[config.mk]
export PLATFORM = sky130hd
export DESIGN_NAME = gpio_irq
export DESIGN_NICKNAME = d
export VERILOG_FILES = /design/src/rtl/gpio_pkg.sv /design/src/rtl/gpio_sync.sv /design/src/rtl/gpio_irq.sv
export SDC_FILE = /design/constraint.sdc
export NUM_CORES = 1
export LEC_CHECK = 0
export BUFFER_PORTS_ARGS = -buffer_cell sky130_fd_sc_hd__buf_2
export CORE_ASPECT_RATIO = 0.75
export CORE_MARGIN = 2
export CORE_UTILIZATION = 64
export CTS_BUF_LIST = sky130_fd_sc_hd__clkbuf_4 sky130_fd_sc_hd__clkbuf_8
export CTS_CLUSTER_DIAMETER = 100
export DETAILED_ROUTE_END_ITERATION = 8
export PLACE_DENSITY = 0.87
export SLEW_MARGIN = 10
export SYNTH_ARGS = -nofsm -noshare
export SYNTH_HDL_FRONTEND = slang
export SYNTH_HIERARCHICAL = 1
export SYNTH_SLANG_ARGS = --single-unit
[constraint.sdc]
create_clock -name wb_clk_i -period 3.7 [get_ports wb_clk_i]
set_input_delay 0.74 -clock wb_clk_i [delete_from_list [all_inputs] [get_ports wb_clk_i]]
set_output_delay 0.74 -clock wb_clk_i [all_outputs]
set_load 0.1 [all_outputs]
[src/rtl/gpio_pkg.sv]
// Shared definitions for the GPIO slave: register map, set/clear selector and
// the byte-lane merge helper used by 16-bit Wishbone peripherals.
package gpio_pkg;

  typedef enum logic [2:0] {
    GPIO_DATA_IN   = 3'd0,
    GPIO_DATA_OUT  = 3'd1,
    GPIO_DIR       = 3'd2,
    GPIO_IRQ_EN    = 3'd3,
    GPIO_IRQ_RISE  = 3'd4,
    GPIO_IRQ_FALL  = 3'd5,
    GPIO_IRQ_STAT  = 3'd6,
    GPIO_OUT_SC    = 3'd7
  } gpio_reg_e;

  // Bit of the OUT_SET/OUT_CLR write data that selects clear (1) or set (0).
  localparam int GPIO_SC_BIT = 15;

  function automatic logic [15:0] byte_mask(input logic [1:0] sel);
    return {{8{sel[1]}}, {8{sel[0]}}};
  endfunction

  function automatic logic [15:0] byte_merge(input logic [15:0] old_val,
                                             input logic [15:0] new_val,
                                             input logic [1:0]  sel);
    logic [15:0] m;
    m = byte_mask(sel);
    return (old_val & ~m) | (new_val & m);
  endfunction

endpackage

[src/rtl/gpio_sync.sv]
// Multi-stage pin synchroniser plus a one-clock delayed copy of its output,
// giving the current (s) and previous (p) samples for edge detection.
module gpio_sync #(
  parameter int WIDTH       = 16,
  parameter int SYNC_STAGES = 2
) (
  input  logic             wb_clk_i,
  input  logic             wb_rst_i,
  input  logic [WIDTH-1:0] d,
  output logic [WIDTH-1:0] s,
  output logic [WIDTH-1:0] p
);

  logic [SYNC_STAGES-1:0][WIDTH-1:0] stage;

  // NOTE: the synchroniser chain is plain flops, not a memory, so it is reset
  // like any other register; this keeps DATA_IN and the edge detector quiet
  // after reset instead of reporting a spurious edge from X.
  always_ff @(posedge wb_clk_i or negedge wb_rst_i) begin
    if (!wb_rst_i) begin
      stage <= '0;
      p     <= '0;
    end else begin
      stage <= {stage[SYNC_STAGES-2:0], d};
      p     <= stage[SYNC_STAGES-1];
    end
  end

  assign s = stage[SYNC_STAGES-1];

endmodule

[src/rtl/gpio_irq.sv]
// WIDTH-bit Wishbone GPIO bank: direction control, atomic set/clear of outputs,
// and per-bit rising/falling edge interrupts with write-1-to-clear status.
module gpio_irq
  import gpio_pkg::*;
#(
  parameter int               WIDTH       = 16,
  parameter int               SYNC_STAGES = 2,
  parameter logic [WIDTH-1:0] RST_OUT     = '0
) (
  input  logic             wb_clk_i,
  input  logic             wb_rst_i,
  input  logic [2:0]       wb_adr_i,
  input  logic [15:0]      wb_dat_i,
  output logic [15:0]      wb_dat_o,
  input  logic [1:0]       wb_sel_i,
  input  logic             wb_we_i,
  input  logic             wb_stb_i,
  input  logic             wb_cyc_i,
  output logic             wb_ack_o,
  input  logic [WIDTH-1:0] gpio_i,
  output logic [WIDTH-1:0] gpio_o,
  output logic [WIDTH-1:0] gpio_oe_o,
  output logic             irq_o
);

  logic [WIDTH-1:0] data_out, dir, irq_en, irq_rise, irq_fall, irq_stat;
  logic [WIDTH-1:0] sync_s, sync_p, edge_hit, stat_clr, sc_bits;
  logic [15:0]      rd_data;
  logic             req, wr;
  gpio_reg_e        reg_sel;

  gpio_sync #(.WIDTH(WIDTH), .SYNC_STAGES(SYNC_STAGES)) u_sync (
    .wb_clk_i (wb_clk_i),
    .wb_rst_i (wb_rst_i),
    .d        (gpio_i),
    .s        (sync_s),
    .p        (sync_p)
  );

  // The ack term blocks a second request in the ack cycle: one ack per 2 clocks.
  assign req     = wb_cyc_i & wb_stb_i & ~wb_ack_o;
  assign wr      = req & wb_we_i;
  assign reg_sel = gpio_reg_e'(wb_adr_i);

  assign edge_hit = (sync_s & ~sync_p & irq_rise) | (~sync_s & sync_p & irq_fall);
  assign stat_clr = (wr && reg_sel == GPIO_IRQ_STAT)
                  ? WIDTH'(wb_dat_i & byte_mask(wb_sel_i)) : '0;
  // Bit 15 is the set/clear selector, so it is never part of the mask.
  assign sc_bits  = WIDTH'({1'b0, wb_dat_i[14:0]} & byte_mask(wb_sel_i));

  // NOTE: every output of a combinational block gets a default before the
  // case, so an unlisted register index can never infer a latch.
  always_comb begin
    rd_data = '0;
    case (reg_sel)
      GPIO_DATA_IN:               rd_data = 16'(sync_s);
      GPIO_DATA_OUT, GPIO_OUT_SC: rd_data = 16'(data_out);
      GPIO_DIR:                   rd_data = 16'(dir);
      GPIO_IRQ_EN:                rd_data = 16'(irq_en);
      GPIO_IRQ_RISE:              rd_data = 16'(irq_rise);
      GPIO_IRQ_FALL:              rd_data = 16'(irq_fall);
      GPIO_IRQ_STAT:              rd_data = 16'(irq_stat);
      default:                    rd_data = '0;
    endcase
  end

  // NOTE: state is updated with non-blocking assignments so every register
  // samples the pre-edge values, independent of statement order.
  always_ff @(posedge wb_clk_i or negedge wb_rst_i) begin
    if (!wb_rst_i) begin
      data_out <= RST_OUT;
      dir      <= '0;
      irq_en   <= '0;
      irq_rise <= '0;
      irq_fall <= '0;
      irq_stat <= '0;
      wb_ack_o <= 1'b0;
      wb_dat_o <= '0;
    end else begin
      wb_ack_o <= req;
      // A new edge in the same cycle as a W1C wins.
      irq_stat <= (irq_stat & ~stat_clr) | edge_hit;
      if (req && !wb_we_i) wb_dat_o <= rd_data;
      if (wr) begin
        case (reg_sel)
          GPIO_DATA_OUT: data_out <= WIDTH'(byte_merge(16'(data_out), wb_dat_i, wb_sel_i));
          GPIO_DIR:      dir      <= WIDTH'(byte_merge(16'(dir), wb_dat_i, wb_sel_i));
          GPIO_IRQ_EN:   irq_en   <= WIDTH'(byte_merge(16'(irq_en), wb_dat_i, wb_sel_i));
          GPIO_IRQ_RISE: irq_rise <= WIDTH'(byte_merge(16'(irq_rise), wb_dat_i, wb_sel_i));
          GPIO_IRQ_FALL: irq_fall <= WIDTH'(byte_merge(16'(irq_fall), wb_dat_i, wb_sel_i));
          GPIO_OUT_SC:   data_out <= wb_dat_i[GPIO_SC_BIT] ? (data_out & ~sc_bits)
                                                           : (data_out | sc_bits);
          default: ;
        endcase
      end
    end
  end

  assign gpio_o    = data_out;
  assign gpio_oe_o = dir;
  assign irq_o     = |(irq_stat & irq_en);

endmodule
### After elaboration in Yosys (flattened, before gate mapping)

Index checks and enable logic that the tools add are counted.

* flip-flop bits (word level): 161
* output and inout port bits: 50
* word-level logic and storage cells: 65

* equality and inequality tests: 7
* multiplexer cells: 4
* bitwise operators: 31
* reductions and logical operators: 12

Operator list (number)
* 16-bit AND: 13
* 16-bit bitwise OR: 8
* 16-bit one-hot mux with 7 select lines: 1
* 16-bit inverter: 5
* 16-bit 2-to-1 mux: 2
* 16-bit one-hot mux with 2 select lines: 1
* 15-bit by 16-bit AND with 16-bit output: 1
* 16-bit OR reduction: 1
* 3-bit == test, second input constant: 4
* 2-bit AND reduction: 5
* 3-bit by 2-bit == test with 1-bit output, second input constant: 2
* 1-bit AND: 3
* 3-bit by 1-bit == test with 1-bit output, second input constant: 1
* 3-bit logical NOT: 1
* 1-bit logical AND: 2
* 2-bit nonzero test: 1
* 2-bit OR reduction: 1
* 1-bit logical NOT: 1
* 1-bit inverter: 1

### Longest topological paths before layout

* word-level depth: 8
* gate-level depth with buffers: 7

### Cells and area by module

The synthesis kept the hierarchy.

Modules (own cells, without submodules)
* gpio_irq: instances 1, cells each 528, area an instance 5696.7 sq um
* gpio_sync: instances 1, cells each 64, area an instance 1321.3 sq um

### Worst setup path after synthesis

Ideal clock, no wire load.

* path kind: register to output
* from: register with a tool-made name
* to: output irq_o
* arrival: 1.722 ns
* setup slack: 1.238 ns
* cell stages (with the launch flop): 4
* path through: dfrtp_1 > a22o_1 > a221oi_1 > nand4_1

RTL lines
* to (decl): line gpio_irq.sv:23 `output logic irq_o`

==> qor.yml <==
grt_pass1_wl_mm: 28.2
fin_crit_sh: 0.738
synth-edff-count: 0
slowest_stage: "dfrtp_1"
hpwl_mm: 11.9
dieArea_mm2: 0.0118
crit_chain: "a22o_1 -> a221oi_1 -> nand4_1 -> buf_2"
hp-class: "in -> async"
vias: 5454
cts_setup_buffers: 0
start_util: 0.649
cap_violations: 0
area_delta_synth_final_pct: 11.6
io_pins: 92
yosysTopAreaCell: "dfrtp_1"
r2r_slack_ns: 1.65
slew_headroom: 0.429
rows: 33
grt_usage: 0.317
leakagePower_nw: 3.58
cts_sinks: 161
vias_per_cell: 6.69
nNetsFinal: 704
fill_cells: 726
skew_ns: 0.0103
htreeDepth: 4
hold_viol_final: 0
synth_cell_types: 36
setup_violations: 0
synth_top_area_share: 0.574
first_pass_iters: 8
antenna_found_initial: 0
power.density_mw_per_mm2: 577
switching_share: 0.388
grt_max_degree: 94
pwr-share-seq: 0.466
yosysWarnings: 6
die_h_um: 94.7
worst-path-buf-inv: 1
p_comb_frac: 0.259
yosysSeqAreaShare: 0.574
worst_ep_required_time_ns: 2.96
synthTopCellsByArea: "dfrtp_1, mux2_2, o21ai_0, nand2_1, o211ai_1"
ir_worst_vdd_v: 0.000458
r2r-start: "wb_ack_o"
max_freq_mhz: 366
arrival_ns: 1.99
post_drt_wl_per_cell_um: 21.9
cts_made_buffers: 17
timing.rr.end: "irq_stat[15]"
p_int_mw: 2.76
slew_violations: 0
die_width_um: 125
ys_ff_latch: 161
cp_max_fo: 3
drc: 0
grt_busiest_layer: "met2"
clk_pin_slew_ns: 0.09
core_mm2: 0.0108
reg2regPathDepth: 4
syn_avg_cell_area_um2: 11.9
drt_iter0_markers: 745
ys.flop_type: "dfrtp_1"
path_delay_family: "compound AO/OA/AOI/OAI gates"
ff_latch_area_mm2: 0.00403
clock_power_share: 0.275
overflow: 0
insertion_delay_ns: 0.47
grt_pass1_vias: 5298
use_met2: 0.477
period_minus_slack_ns: 2.73
wl_mm: 17.9
critical-path-max-stage-delay_ns: 0.41
synth_area_mm2: 0.00702
cts_root_buffer: "clkbuf_8"
syn-num-nets: 634
gp_congestion: 0.893
worst_slew_pin_slew_ns: 0.856
power.switching_mw: 1.75
clk_path_buf_depth: 2
grt.met3_usage: 0.0907
diodes: 0
ant_nets: 0
holdWs_ns: 0.332
cp-start-kind: "flip-flop"
status: "finished clean"
critPathKind: "reg -> out"
hold_buffers: 0
use_met1: 0.426
fin_tns_setup_ns: 0
crit_path_end_kind: "output pin"
io_buffers: 91
cts_resized: 0
rsz0062_at_grt: "false"
async_flop_share: 1.00
multi_input_area_mm2: 0.00267
cts_tree: "built"
netlist_instances: 592
drive_above_1_share: 0.299
[metrics by stage]
stage	worst slack, ns	instance area (um^2)	instances	power, mW	util
2_1_floorplan	1.24	7020	592	3.02	-
3_3_place_gp	0.823	7450	783	3.25	0.689
3_5_place_dp	0.661	7450	783	3.29	0.689
4_1_cts	0.952	7830	815	4.53	0.724
5_1_grt	0.941	7830	815	4.68	0.724
6_report	0.970	7830	815	4.52	0.724
[kinds of logic after synthesis]
logic type             Yosys count  share of synthesized area
AND/OR/NAND/NOR                137                     0.0986
AO/OA/AOI/OAI                  152                      0.147
buffers and inverters           57                     0.0456
flip-flops                     161                      0.574
multiplexers                    85                      0.135
[layer usage]
metal | vias up | share of wire
met5 | - | 0
met4 | 0 | 0.032
met3 | 56 | 0.11
met2 | 382 | 0.46
met1 | 2698 | 0.41
li1 | 2318 | -
[Yosys cell counts, types with 2 or more instances]
library cell    n
mux2_2         63
mux2_1          5
nor2b_1         2
buf_6           2
o211ai_1       26
dfrtp_1       161
a22o_1          5
mux2i_1        16
clkbuf_1       16
a221o_1         9
and2_1          3
nand2_1        56
buf_4          20
inv_1           6
o22ai_1         4
or3_1           2
a221oi_1       11
nand3b_1       18
nor2_1         20
nand3_1        12
o21ai_1        15
o31ai_1        14
buf_2          13
nand3_2         2
nand4_1         2
nand2b_1       15
a222oi_1       11
o21ai_0        55
[worst max path at each step]
stage          slack (ns)  cells after the start         to
3_3_place_gp         0.82                      5  flip-flop
2_1_floorplan        1.24                      3      irq_o
6_report             0.97                      4      irq_o
3_5_place_dp         0.66                      5  flip-flop
4_1_cts              0.95                      4      irq_o
5_1_grt              0.94                      4      irq_o
[worst register-to-register path, cell delays in order (launching register included)]
cell and delay, ns:
dfrtp_1 0.41, and4b_1 0.37, or3b_1 0.72, o21ai_0 0.31
o211ai_1 0.12
[power groups by stage]
stage | combinational (mW) | clock, mW | sequential (mW)
floorplan | 0.345 | 0 | 2.67
global placement | 1.14 | 0 | 2.12
detailed placement | 1.16 | 0 | 2.13
CTS | 1.17 | 1.26 | 2.10
global route | 1.23 | 1.33 | 2.12
finish | 1.17 | 1.24 | 2.10
[placed cells by master, fill, tap and decap left out, drive strengths merged, types with 5 or more instances in the layout]
cell      count
o211ai       26
o21ai        70
inv          11
nand2b       15
a221oi       11
nand3        14
a22o          5
dfrtp       161
o31ai        14
clkinvlp      5
a221o         9
buf         102
mux2i        16
a222oi       11
clkbuf       18
nor2         20
nand3b       18
mux2         68
nand2        57
[layout make-up]
| cell class | count | share of cell area |
|---|---|---|
| Sequential cell | 161 | 0.515 |
| Multi-Input combinational cell | 374 | 0.341 |
| Timing Repair Buffer | 102 | 0.0711 |
| Clock buffer | 18 | 0.0316 |
| Tap cell | 140 | 0.0224 |
| Clock inverter | 14 | 0.0166 |
| Inverter | 6 | 0.00288 |
No activity file was read; power rests on OpenSTA's default activity.
